--- config.mk ---
export PLATFORM = sky130hd
export DESIGN_NAME = dct16_reorder_out
export DESIGN_NICKNAME = d
export VERILOG_FILES = /design/src/rtl/dct16_pkg.sv /design/src/rtl/dct16_pingpong_bank.sv /design/src/rtl/dct16_reorder_out.sv
export SDC_FILE = /design/constraint.sdc
export NUM_CORES = 1
export LEC_CHECK = 0
export BUFFER_PORTS_ARGS = -buffer_cell sky130_fd_sc_hd__buf_2
export CAP_MARGIN = 25
export CORE_ASPECT_RATIO = 0.75
export CORE_MARGIN = 2
export CORE_UTILIZATION = 55
export CTS_BUF_LIST = sky130_fd_sc_hd__clkbuf_8
export DETAILED_ROUTE_END_ITERATION = 8
export PLACE_DENSITY = 0.71
export SLEW_MARGIN = 20
export SYNTH_ARGS = -nofsm -noshare
export SYNTH_HDL_FRONTEND = slang
export SYNTH_SLANG_ARGS = --single-unit
--- constraint.sdc ---
create_clock -name clk -period 4.7 [get_ports clk]
set_clock_uncertainty 0.15 [all_clocks]
set_input_delay 0 -clock clk [delete_from_list [all_inputs] [get_ports clk]]
set_output_delay 0 -clock clk [all_outputs]
set_load 0.01 [all_outputs]
--- src/rtl/dct16_pkg.sv ---
`default_nettype none
// ============================================================================
// Module   : dct16_pkg
// Brief    : Shared constants, writer mode type and bit-reversal helper for
//            the 16-point DCT output reorder path.
// Revision : 1.0 - initial release
// ============================================================================
package dct16_pkg;

   localparam int DCT_N          = 16;
   localparam int DCT_LOG2N      = 4;
   localparam int DCT_DATA_WIDTH = 16;

   typedef enum logic [0:0] {
      WRITE   = 1'b0,
      DISCARD = 1'b1
   } wr_mode_t;

   function automatic logic [DCT_LOG2N-1:0] bitrev4(input logic [DCT_LOG2N-1:0] v);
      logic [DCT_LOG2N-1:0] r;
      for (int i = 0; i < DCT_LOG2N; i++) begin
         r[i] = v[DCT_LOG2N-1-i];
      end
      return r;
   endfunction

endpackage
`default_nettype wire

--- src/rtl/dct16_pingpong_bank.sv ---
`default_nettype none
// ============================================================================
// Module   : dct16_pingpong_bank
// Brief    : Two 16-entry sample banks with per-bank full flags; one write
//            port (commit sets full) and one read port (release clears full).
// Revision : 1.0 - initial release
// ============================================================================
module dct16_pingpong_bank
   import dct16_pkg::*;
#(
   parameter int DATA_WIDTH = DCT_DATA_WIDTH
) (
   input  logic                          clk,
   input  logic                          rst_n,
   input  logic                          wr_en,
   input  logic                          wr_bank,
   input  logic [DCT_LOG2N-1:0]          wr_addr,
   input  logic signed [DATA_WIDTH-1:0]  wr_data,
   input  logic                          wr_commit,
   input  logic                          rd_bank,
   input  logic [DCT_LOG2N-1:0]          rd_addr,
   input  logic                          rd_release,
   output logic signed [DATA_WIDTH-1:0]  rd_data,
   output logic [1:0]                    full
);

   logic signed [DATA_WIDTH-1:0] r_mem [0:1][0:DCT_N-1];
   logic [1:0]                   r_full;

   // Storage is deliberately left unreset; full flags alone qualify it.
   always_ff @(posedge clk) begin
      if (wr_en) begin
         r_mem[wr_bank][wr_addr] <= wr_data;
      end
   end

   generate
      for (genvar gi = 0; gi < 2; gi++) begin : g_full
         always_ff @(posedge clk or negedge rst_n) begin
            if (!rst_n) begin
               r_full[gi] <= 1'b0;
            end else if (wr_commit && (wr_bank == 1'(gi))) begin
               r_full[gi] <= 1'b1;
            end else if (rd_release && (rd_bank == 1'(gi))) begin
               r_full[gi] <= 1'b0;
            end
         end
      end
   endgenerate

   assign rd_data = r_mem[rd_bank][rd_addr];
   assign full    = r_full;

endmodule
`default_nettype wire

--- src/rtl/dct16_reorder_out.sv ---
`default_nettype none
// ============================================================================
// Module   : dct16_reorder_out
// Brief    : Collects 16-sample butterfly frames into a ping-pong buffer and
//            re-emits them in natural coefficient order over valid/ready.
// Revision : 1.0 - initial release
// ============================================================================
module dct16_reorder_out
   import dct16_pkg::*;
#(
   parameter int DATA_WIDTH  = DCT_DATA_WIDTH,
   parameter bit BIT_REVERSE = 1'b1
) (
   input  logic                          clk,
   input  logic                          rst_n,
   input  logic                          in_valid,
   input  logic signed [DATA_WIDTH-1:0]  in_sample,
   output logic                          out_valid,
   input  logic                          out_ready,
   output logic signed [DATA_WIDTH-1:0]  out_sample,
   output logic [DCT_LOG2N-1:0]          out_index,
   output logic                          out_last,
   output logic                          overflow
);

   localparam logic [DCT_LOG2N-1:0] c_LAST = DCT_LOG2N'(DCT_N - 1);
   localparam logic [DCT_LOG2N-1:0] c_ONE  = DCT_LOG2N'(1);

   logic [DCT_LOG2N-1:0]         r_wr_cnt;
   logic [DCT_LOG2N-1:0]         r_rd_cnt;
   logic                         r_wr_bank;
   logic                         r_rd_bank;
   wr_mode_t                     r_mode;
   logic                         r_overflow;

   wr_mode_t                     w_mode;
   logic                         w_frame_start;
   logic                         w_wr_en;
   logic                         w_commit;
   logic                         w_xfer;
   logic                         w_release;
   logic [DCT_LOG2N-1:0]         w_wr_addr;
   logic signed [DATA_WIDTH-1:0] w_rd_data;
   logic [1:0]                   w_full;

   assign w_frame_start = in_valid && (r_wr_cnt == '0);

   // Mode is decided from the registered flag only; a release at the same edge
   // is not seen, so that frame is dropped rather than racing the reader.
   always_comb begin
      w_mode = r_mode;
      if (w_frame_start) begin
         w_mode = w_full[r_wr_bank] ? DISCARD : WRITE;
      end
   end

   assign w_wr_en  = in_valid && (w_mode == WRITE);
   assign w_commit = w_wr_en && (r_wr_cnt == c_LAST);

   generate
      if (BIT_REVERSE) begin : g_bitrev
         assign w_wr_addr = bitrev4(r_wr_cnt);
      end else begin : g_natural
         assign w_wr_addr = r_wr_cnt;
      end
   endgenerate

   assign out_valid = w_full[r_rd_bank];
   assign w_xfer    = out_valid && out_ready;
   assign w_release = w_xfer && (r_rd_cnt == c_LAST);

   always_ff @(posedge clk or negedge rst_n) begin
      if (!rst_n) begin
         r_wr_cnt   <= '0;
         r_rd_cnt   <= '0;
         r_wr_bank  <= 1'b0;
         r_rd_bank  <= 1'b0;
         r_mode     <= WRITE;
         r_overflow <= 1'b0;
      end else begin
         if (in_valid) begin
            r_wr_cnt <= r_wr_cnt + c_ONE;
            r_mode   <= w_mode;
            if (w_frame_start && (w_mode == DISCARD)) begin
               r_overflow <= 1'b1;
            end
            if (w_commit) begin
               r_wr_bank <= ~r_wr_bank;
            end
         end
         if (w_xfer) begin
            r_rd_cnt <= r_rd_cnt + c_ONE;
            if (w_release) begin
               r_rd_bank <= ~r_rd_bank;
            end
         end
      end
   end

   dct16_pingpong_bank #(
      .DATA_WIDTH (DATA_WIDTH)
   ) u_bank (
      .clk        (clk),
      .rst_n      (rst_n),
      .wr_en      (w_wr_en),
      .wr_bank    (r_wr_bank),
      .wr_addr    (w_wr_addr),
      .wr_data    (in_sample),
      .wr_commit  (w_commit),
      .rd_bank    (r_rd_bank),
      .rd_addr    (r_rd_cnt),
      .rd_release (w_release),
      .rd_data    (w_rd_data),
      .full       (w_full)
   );

   assign out_sample = out_valid ? w_rd_data : '0;
   assign out_index  = r_rd_cnt;
   assign out_last   = out_valid && (r_rd_cnt == c_LAST);
   assign overflow   = r_overflow;

endmodule
`default_nettype wire

==> out/qor.yml <==
drt:
  drc: 0
  first_iter_violations: 1470
  final_antenna_net_count: 0
  first_pass_iters: 5
  vias_per_cell: 6.18
  via_count: 10000
  drt_wl_total_mm: 45.4
  routedWlPerCell_um: 28.1
die:
  dieArea_um2: 38500
  rows: 60
  start_util_pct: 56.3
  core_area_um2: 36100
  io-pin-count: 43
  die_w_um: 226
  die_h_um: 170
global_route:
  grt_usage_pct: 24.4
  antenna_found_initial: 0
  overflow: 0
  grt_max_degree: 70
  grt_pass1_wl_mm: 65.9
  grt_pass1_vias: 9660
cts:
  numCtsBuffers: 76
  clk_latency_ps: 620
  cts-root-buf: "clkbuf_8"
  clockBufferDepth: 3
  clkSinkCount: 526
  cts_tree: "built"
  cts_max_level: 3
  clkSlewWorstSetupHoldPaths_ps: 60
power:
  vdd_drop_max_mv: 0.329
  p_per_area_nw_per_um2: 502
  finalPower_mw: 11.5
  p_leak_nw: 7.26
timing:
  slew_violations: 0
  setup_viol: 0
  fmax_ghz: 0.270
  period_share_pct: 78.9
  rsz0062_at_grt: "false"
  hold_slack_ps: 129
  setup-tns-final_ps: 0
  hold_viol_final: 0
  fin_crit_ps: 3710
  tightest_slew_ps: 918
  slew_headroom_pct: 37.6
synth:
  synthCells: 935
  synth_nets: 960
  ys_seq_area_share_pct: 77.4
  synth_area_leaders: "edfxtp_1 (76%), mux4_2 (12%), mux2i_1 (3.2%), dfrtp_1 (1.7%), a221o_1 (0.79%)"
  synth-edff-count: 512
  syn_avg_cell_area_um2: 21.7
  synthesis.area_um2: 20300
  synth-async-reset-ratio_pct: 2.66
  synthFlopType: "edfxtp_1"
  synth_area_leader_cell: "edfxtp_1"
  ys_seq_elements: 526
  yosysWarnings: 0
  ys_types: 38
  synth_top_area_share_pct: 75.6
layout:
  final_common_cell: "edfxtp_1"
  fin_nets: 1091
  layout_common_cells: "edfxtp_1 (512), mux4_2 (112), clkbuf_8 (80)"
  syn2layout_area_growth_pct: 12.3
  drive_above_1_share_pct: 26.9
setup_path:
  required_ps: 4550
  worstSetupStartpointType: "flop"
  worst-setup-path-type: "reg -> out"
  critPathMaxFanout: 26
  critPathTopFamily: "flip-flops"
  critPathMaxStageDelay_ps: 960
  worstPathCellList: "buf_4 -> mux4_2 -> mux2i_1 -> a221o_1 -> a31oi_1 -> buf_2"
  worstPathArrival_ps: 3560
  cp_slowest_cell: "dfrtp_2"
  path_buf_inv: 2
  cp-end-kind: "output port"
placed_design:
  port_buffers: 42
  place.gp.congestion: 0.873
  dp_hpwl_mm: 26.0
outcome:
  outcome: "finished, final reports clean"
min_path:
  hold_class: "in -> reg"
run:
  cap_viol_max_count: 0
## worst min-delay path, delay by kind of cell
kind | cells | cell delay, ps
xor gates and xnor gates | 1 | 100
buffers and inverters | 2 | 760
## state kept, by name, summed over array words and instances, names as in the netlist
name / count
r_rd_bank: 1
u_bank.r_mem: 512
overflow: 1
r_wr_bank: 1
r_wr_cnt: 4
u_bank.full: 2
out_index: 4
r_mode: 1
## per-stage QoR
step | setup slack, ps | util, % | area (um^2) | cells
6_report | 993 | 63.2 | 22800 | 1618
5_1_grt | 831 | 63.2 | 22800 | 1617
4_1_cts | 911 | 63.2 | 22800 | 1616
3_5_place_dp | 1610 | 58.9 | 21300 | 1463
3_3_place_gp | 1640 | 58.9 | 21300 | 1463
2_1_floorplan | 2020 | - | 20300 | 935
## cells by family after synthesis
family	Yosys count	synth area share [%]
adder cells (fa/ha/maj)	5	0.308
multiplexers	179	15.7
buffers and inverters	57	1.47
AND/OR/NAND/NOR	79	1.77
flip-flops	526	77.4
AO/OA/AOI/OAI	81	3.02
XOR/XNOR	8	0.345
## what timing repair did
item,CTS,global route
hold buffers,20,0
resized for setup,0,0
hold endpoints to repair,540,0
buffers inserted,0,0
## power by group
| part | switching (mW) | internal [mW] | total [mW] |
|---|---|---|---|
| logic | 1.32 | 1.12 | 2.44 |
| registers | 0.296 | 5.44 | 5.74 |
| clock network | 1.66 | 1.63 | 3.29 |
| total | 3.28 | 8.19 | 11.5 |
## final timing paths
path | start | to | slack (ps) | cells after the start
setup reg to reg | r_rd_bank | r_rd_bank | 1920 | 5
hold / removal | in_valid | r_wr_cnt[0] | 130 | 3
hold reg to reg | overflow | overflow | 390 | 1
setup / recovery | r_rd_bank | out_sample[14] | 990 | 6
min in group asynchronous | rst_n | r_wr_cnt[1] | 460 | 3
max in group asynchronous | rst_n | out_index[0] | 3410 | 3
## Yosys cell counts (7+ instances only)
cell type,n
a22oi_1,16
a221o_1,16
a31oi_1,16
buf_2,17
xnor2_1,7
a221oi_1,11
nor2_1,37
o21ai_0,14
buf_4,10
edfxtp_1,512
clkbuf_1,19
dfrtp_1,14
mux2i_1,65
nand2_1,19
mux4_2,112
## per-layer routing
metal	up-vias	routed length (um)	GRT usage (%)	share of wire, %
li1	4196	-	-	-
met1	5211	20000	39.0	44
met2	531	20100	34.2	44
met3	69	4200	5.12	9.2
met4	0	1100	7.54	2.4
met5	-	0	0	0
## layout make-up
class	instances	area (um^2)
antenna	1	2.50
clock buffer	80	1100
clock inverter	53	255
fill	2439	13300
inverter	6	22.5
multi-input combinational	352	4320
sequential	526	15700
tap	496	621
timing repair buffer	104	776
No activity file was read; power rests on OpenSTA's default activity.
